<file path="config.mk">
export PLATFORM = sky130hd
export DESIGN_NAME = imdct_window_sequencer
export DESIGN_NICKNAME = d
export VERILOG_FILES = /design/src/rtl/imdct_window_sequencer.sv
export SDC_FILE = /design/constraint.sdc
export NUM_CORES = 1
export LEC_CHECK = 0
export BUFFER_PORTS_ARGS = -buffer_cell sky130_fd_sc_hd__buf_2
export CORE_MARGIN = 2
export CORE_UTILIZATION = 25
export CTS_BUF_LIST = sky130_fd_sc_hd__clkbuf_4 sky130_fd_sc_hd__clkbuf_8 sky130_fd_sc_hd__clkbuf_16
export CTS_CLUSTER_DIAMETER = 30
export CTS_CLUSTER_SIZE = 20
export DETAILED_ROUTE_END_ITERATION = 10
export SLEW_MARGIN = 40
export SYNTH_ARGS = -nofsm -noshare
export SYNTH_HDL_FRONTEND = slang
export SYNTH_SLANG_ARGS = --single-unit
export TNS_END_PERCENT = 100
</file>
<file path="constraint.sdc">
create_clock -name clk_i -period 7.47 [get_ports clk_i]
set_input_delay 0.747 -clock clk_i [delete_from_list [all_inputs] [get_ports clk_i]]
set_output_delay 0.747 -clock clk_i [all_outputs]
set_load 0.05 [all_outputs]
</file>
<file path="src/rtl/imdct_window_sequencer.sv">
// rtl/imdct_window_sequencer.sv - streams the 36 IMDCT sine-window coefficients of one subband block
// Window table is generated from folded quarter-wave constants (Q0.17, 1.0 = 2^17).
module imdct_sinwindow_rom #(
    parameter int COEF_WIDTH = 18
) (
    input  logic                  clk_i,
    input  logic                  rd_en_i,
    input  logic [7:0]            addr_i,
    output logic [COEF_WIDTH-1:0] data_o
);
    localparam logic [17:0] UNITY = 18'd131072;

    // round(2^17 * sin(pi*(2k+1)/72)), k = 0..17; every window is folded onto this table
    function automatic logic [17:0] quarter(input logic [4:0] k);
        case (k)
            5'd0:  quarter = 18'd5717;
            5'd1:  quarter = 18'd17108;
            5'd2:  quarter = 18'd28369;
            5'd3:  quarter = 18'd39414;
            5'd4:  quarter = 18'd50159;
            5'd5:  quarter = 18'd60522;
            5'd6:  quarter = 18'd70425;
            5'd7:  quarter = 18'd79792;
            5'd8:  quarter = 18'd88551;
            5'd9:  quarter = 18'd96636;
            5'd10: quarter = 18'd103986;
            5'd11: quarter = 18'd110545;
            5'd12: quarter = 18'd116262;
            5'd13: quarter = 18'd121095;
            5'd14: quarter = 18'd125006;
            5'd15: quarter = 18'd127965;
            5'd16: quarter = 18'd129951;
            5'd17: quarter = 18'd130947;
            default: quarter = '0;
        endcase
    endfunction

    function automatic logic [17:0] long_win(input logic [5:0] n);
        return quarter((n < 6'd18) ? n[4:0] : 5'(6'd35 - n));
    endfunction

    // sin(pi*(2k+1)/24) equals the long-table entry 3j+1 after folding k onto 0..5
    function automatic logic [17:0] short_win(input logic [3:0] k);
        logic [4:0] j;
        j = (k < 4'd6) ? {1'b0, k} : 5'(4'd11 - k);
        return quarter(5'(3 * j + 1));
    endfunction

    function automatic logic [17:0] rom_word(input logic [7:0] addr);
        logic [5:0]  n;
        logic [17:0] w;
        n = addr[5:0];
        w = '0;
        case (addr[7:6])
            2'd0: if (n < 6'd36) w = long_win(n);
            2'd1: begin
                if (n < 6'd18)      w = long_win(n);
                else if (n < 6'd24) w = UNITY;
                else if (n < 6'd30) w = short_win(4'(n - 6'd18));
            end
            2'd2: if (n < 6'd12) w = short_win(n[3:0]);
            default: begin
                if (n >= 6'd6 && n < 6'd12)       w = short_win(4'(n - 6'd6));
                else if (n >= 6'd12 && n < 6'd18) w = UNITY;
                else if (n >= 6'd18 && n < 6'd36) w = long_win(n);
            end
        endcase
        return w;
    endfunction

    logic [COEF_WIDTH-1:0] data_q;

    always_ff @(posedge clk_i) begin
        if (rd_en_i) data_q <= COEF_WIDTH'(rom_word(addr_i));
    end

    assign data_o = data_q;
endmodule

module imdct_window_sequencer #(
    parameter int COEF_WIDTH = 18,
    parameter int CHANNELS   = 2,
    parameter int CH_BITS    = 2
) (
    input  logic                  clk_i,
    input  logic                  reset_n_i,
    input  logic                  start_valid_i,
    output logic                  start_ready_o,
    input  logic [1:0]            start_type_i,
    input  logic                  start_mixed_i,
    input  logic [4:0]            start_sb_i,
    input  logic [CH_BITS-1:0]    start_ch_i,
    output logic                  coef_valid_o,
    input  logic                  coef_ready_i,
    output logic [COEF_WIDTH-1:0] coef_data_o,
    output logic [5:0]            coef_index_o,
    output logic [CH_BITS-1:0]    coef_ch_o,
    output logic                  coef_last_o,
    output logic                  seq_error_o,
    input  logic                  clear_error_i
);
    localparam int                 CH_SLOTS = 1 << CH_BITS;
    localparam logic [CH_BITS:0]   CH_LIM   = CHANNELS[CH_BITS:0];

    typedef enum logic {IDLE, RUN} state_t;

    state_t               state_q;
    logic [5:0]           idx_q;
    logic [3:0]           mod12_q;
    logic [1:0]           win_q;
    logic [CH_BITS-1:0]   ch_q;
    logic                 valid_q;
    logic [5:0]           index_q;
    logic [CH_BITS-1:0]   och_q;
    logic                 last_q;
    logic                 err_q;
    logic                 err_d;
    logic [1:0]           prev_q [CH_SLOTS];

    logic       advance, issue, accept, ch_ok, legal, new_err;
    logic [1:0] eff_win, prev_type;
    logic [5:0] rom_n;

    assign advance   = !valid_q || coef_ready_i;
    assign issue     = (state_q == RUN) && advance;
    assign accept    = start_valid_i && (state_q == IDLE);
    assign ch_ok     = {1'b0, start_ch_i} < CH_LIM;
    assign prev_type = prev_q[start_ch_i];
    assign legal     = (prev_type == 2'd0 || prev_type == 2'd3) ? (start_type_i <= 2'd1)
                                                                : (start_type_i >= 2'd2);
    assign new_err   = accept && (!ch_ok || (start_sb_i == 5'd0 && !legal));
    assign err_d     = new_err ? 1'b1 : (clear_error_i ? 1'b0 : err_q);
    // Mixed short blocks use the long window for the two lowest subbands
    assign eff_win   = (start_type_i == 2'd2 && start_mixed_i && start_sb_i < 5'd2) ? 2'd0 : start_type_i;
    assign rom_n     = (win_q == 2'd2) ? {2'b00, mod12_q} : idx_q;

    imdct_sinwindow_rom #(.COEF_WIDTH(COEF_WIDTH)) u_rom (
        .clk_i   (clk_i),
        .rd_en_i (advance),
        .addr_i  ({win_q, rom_n}),
        .data_o  (coef_data_o)
    );

    always_ff @(posedge clk_i) begin
        if (!reset_n_i) begin
            state_q <= IDLE;
            idx_q   <= '0;
            mod12_q <= '0;
            win_q   <= '0;
            ch_q    <= '0;
            valid_q <= 1'b0;
            index_q <= '0;
            och_q   <= '0;
            last_q  <= 1'b0;
            err_q   <= 1'b0;
            for (int c = 0; c < CH_SLOTS; c++) prev_q[c] <= 2'd0;
        end else begin
            err_q <= err_d;
            if (advance) begin
                valid_q <= issue;
                last_q  <= issue && (idx_q == 6'd35);
                if (issue) begin
                    index_q <= idx_q;
                    och_q   <= ch_q;
                end
            end
            case (state_q)
                IDLE: if (accept) begin
                    state_q <= RUN;
                    idx_q   <= '0;
                    mod12_q <= '0;
                    win_q   <= eff_win;
                    ch_q    <= start_ch_i;
                    if (start_sb_i == 5'd0 && ch_ok) prev_q[start_ch_i] <= start_type_i;
                end
                default: if (advance) begin
                    idx_q   <= idx_q + 6'd1;
                    mod12_q <= (mod12_q == 4'd11) ? 4'd0 : mod12_q + 4'd1;
                    if (idx_q == 6'd35) state_q <= IDLE;
                end
            endcase
        end
    end

    assign start_ready_o = (state_q == IDLE);
    assign coef_valid_o  = valid_q;
    assign coef_index_o  = index_q;
    assign coef_ch_o     = och_q;
    assign coef_last_o   = last_q;
    assign seq_error_o   = err_q;
endmodule

</file>
==> out/metrics.cfg <==
[synth]
yosysTopAreaCellShare_pct = 11.1
syn_nets = 876
syn_area_mm2 = 0.00595
synth_cell_types = 88
synth_cells = 815
avgSynthCellArea_um2 = 7.30
yosys-top-cells-area = edfxtp_1, ha_1, dfxtp_1, a21oi_1, nand2_1
synth_top_area_cell = edfxtp_1
synth_edf_count = 22
yosys_warnings = 0
synth-seq-cells = 48
synthFlopType = dfxtp_1
synth.most_common_cell = nand2_1
synth.top_cells.by_count = nand2_1, a21oi_1, nor2_1
ys_seq_area_share_pct = 19.8
async_reset_ff_share_pct = 0

[layout]
fill_cells = 2592
syn_to_final_growth_pct = 11.5
final_cell_area_mm2 = 0.00664
seqCellArea_mm2 = 0.00118
antennaDiodeCount = 0
num-nets-final = 882
drive_gt1_share_pct = 13.3
multi_input_area_mm2 = 0.00447

[outcome]
outcome = complete, no violations

[global_routing]
grt_pass1_wl_um = 30700
grt_pass1_vias = 5696
antenna_found_initial = 0
grt_max_degree = 28
overflow = 0
grtUsageTotal_pct = 15.5

[power_and_ir_drop]
power.internal_uw = 613
power_frac_comb_pct = 44.5
pwr-share-seq_pct = 28.3
p_sw_uw = 457
ir_drop_uv = 90.4
clkPwrFrac_pct = 27.2
power_density_mw_per_mm2 = 161
finalPower_mw = 1.07
p_sw_share_pct = 42.7
leakage_nw = 2.47

[routing]
vias = 6247
routed_wl_um = 19100
via_per_inst = 5.48
drt_iter0_markers = 671
wire_per_inst_um = 16.7
antenna_left = 0
first_pass_iters = 7
drc = 0

[worst_setup_path]
path_cells = nand2b_1 -> nand2_1 -> o21ai_2 -> inv_2 -> ha_1 -> nor2b_1 -> o21ai_2 -> nand2_1 -> inv_2 -> ha_1 -> o211ai_2 -> and4_4 -> nor2_4 -> inv_1 -> ha_1 -> a21oi_1 -> o31ai_4 -> xor2_4 -> o21ai_1 -> nand2b_1 -> a21oi_1 -> o32a_1
timing.rr.start = win_q[0]$_SDFFE_PN0P_
critPathMaxFanout = 26
crit_path_start_kind = register
cpPeakStageDelay_ns = 0.54
cpMaxStageDelayCell = dfxtp_1
reg2reg_to = u_rom.data_o[1]$_DFFE_PN_
reg2reg_slack_ns = 1.25
cp_common_cell = ha_1
critPathTopFamily = compound AO/OA/AOI/OAI gates
required_ns = 7.53
setup.worst_path.end = u_rom.data_o[1]$_DFFE_PN_
worstSetupStartpoint = win_q[0]$_SDFFE_PN0P_
path_buf_inv = 3
ff2ff_path_depth = 22
critPathCaptureType = register
path_depth = 22
crit_type = register to register
arrival_ns = 6.27

[sta]
maxSlewHeadroom_pct = 44.2
finalSetupTns_ns = 0
skew_ns = 0.0163
grt_setup_unrepaired = false
period_share_pct = 83.2
period_minus_slack_ns = 6.22
fmax_mhz = 161
hold_violations = 0
worst_pin_slew_ns = 0.832
final-setup-viol-count = 0
final_max_slew_viol_count = 0

[floorplan]
die_w_um = 158
die_h_um = 158
core_mm2 = 0.0234
rows = 56
dieArea_mm2 = 0.0251
start_util_pct = 25.4
ios = 45

[clocking]
clock-sinks = 48
cts_resized = 0
ctsHoldBuffers = 0
cts_root_buf = clkbuf_16
post_cts_buffers = 0
path_clk_slew_ns = 0.09
cts_tree = done
clk_latency_ns = 0.32
htreeDepth = 2
cts-buffers-inserted = 5
clk_path_buf_depth = 2

[place]
place.gp.congestion = 0.963
portBuffers = 44
place_area_mm2 = 0.00643
place_hpwl_um = 14000

[min_path]
worstHoldStart = ch_q[0]$_SDFFE_PN0P_
hp-class = register to register

[flow_run]
cap_violations = 0

[cell type report]
type                       count  area share, %
clock buffer                   7           2.64
clock inverter                 1          0.132
inverter                      31           1.75
multi-input combinational    683           67.4
sequential                    48           17.8
tap                          319           6.02
timing repair buffer          52           4.22
[flip-flops by register name, indices dropped and copies added, names as in the netlist]
| signal | cells |
|---|---|
| state_q | 1 |
| coef_valid_o | 1 |
| prev_q | 4 |
| coef_last_o | 1 |
| u_rom.data_o | 18 |
| idx_q | 6 |
| coef_ch_o | 2 |
| ch_q | 2 |
| coef_index_o | 6 |
| seq_error_o | 1 |
| win_q | 2 |
| mod12_q | 4 |
[logic make-up after synthesis]
| logic type | share of synthesized area [%] |
|---|---|
| compound gates | 34.2 |
| simple gates | 22.2 |
| buf+inv | 5.95 |
| flops | 19.8 |
| fa+ha+maj | 9.84 |
| xor+xnor | 5.93 |
| mux | 2.02 |
[how the worst min path moves through the flow]
stage | slack (ns) | endpoint | depth (start not counted)
final | 0.46 | ch_q[0]$_SDFFE_PN0P_ | 2
after global routing | 0.50 | coef_ch_o[0]$_SDFFE_PN0P_ | 2
after CTS | 0.46 | coef_index_o[2]$_SDFFE_PN0P_ | 2
after detailed placement | 0.45 | coef_index_o[4]$_SDFFE_PN0P_ | 2
after global placement | 0.44 | coef_index_o[0]$_SDFFE_PN0P_ | 2
after floorplan | 0.43 | coef_ch_o[1]$_SDFFE_PN0P_ | 2
[power groups by stage]
stage               Sequential [mW]  Combinational (mW)  Clock (mW)
finish                        0.303               0.476       0.291
global route                  0.306               0.519       0.304
CTS                           0.304               0.466       0.291
detailed placement            0.310               0.464           0
global placement              0.310               0.464           0
floorplan                     0.354               0.323           0
[worst reg2reg max path, cell delays in order (launching register included)]
cell      delay (ns)
dfxtp_1         0.54
nand2b_1        0.41
nand2_1         0.12
o21ai_2         0.19
inv_2           0.32
ha_1            0.33
nor2b_1         0.15
o21ai_2         0.27
nand2_1         0.22
inv_2           0.18
ha_1            0.24
o211ai_2        0.19
and4_4          0.27
nor2_4          0.25
inv_1           0.18
ha_1            0.28
a21oi_1         0.24
o31ai_4         0.18
xor2_4          0.50
o21ai_1         0.14
nand2b_1        0.27
a21oi_1         0.12
o32a_1          0.38
[metal layers]
metal / share of wire (%) / GRT usage (%) / vias to the layer above / wire (um)
li1: - / - / 3005 / -
met1: 43 / 21.3 / 2866 / 8290
met2: 43 / 23.5 / 323 / 8190
met3: 8.4 / 2.50 / 53 / 1600
met4: 5.3 / 7.64 / 0 / 1000
met5: 0 / 0 / - / 0
[cell usage in the layout, fill, tap and decap left out, types with 16 or more instances in the layout]
cell	n
nand2_1	98
a21oi_1	97
nor2_1	81
o21ai_0	68
ha_1	46
buf_2	44
nand3_1	26
dfxtp_1	26
edfxtp_1	22
inv_1	18
nor3_1	17
a31oi_1	16
xnor2_1	16
[metrics by stage]
stage,setup WS (ns),hold WS (ns),cells,util [%]
final,1.25,0.462,1141,28.4
after detailed placement,1.38,0.448,1133,27.5
after global routing,0.692,0.495,1141,28.4
after floorplan,2.11,0.432,815,-
after global placement,1.31,0.443,1133,27.4
after CTS,1.34,0.460,1141,28.3
Note: power is estimated with default switching activity, not from simulation.
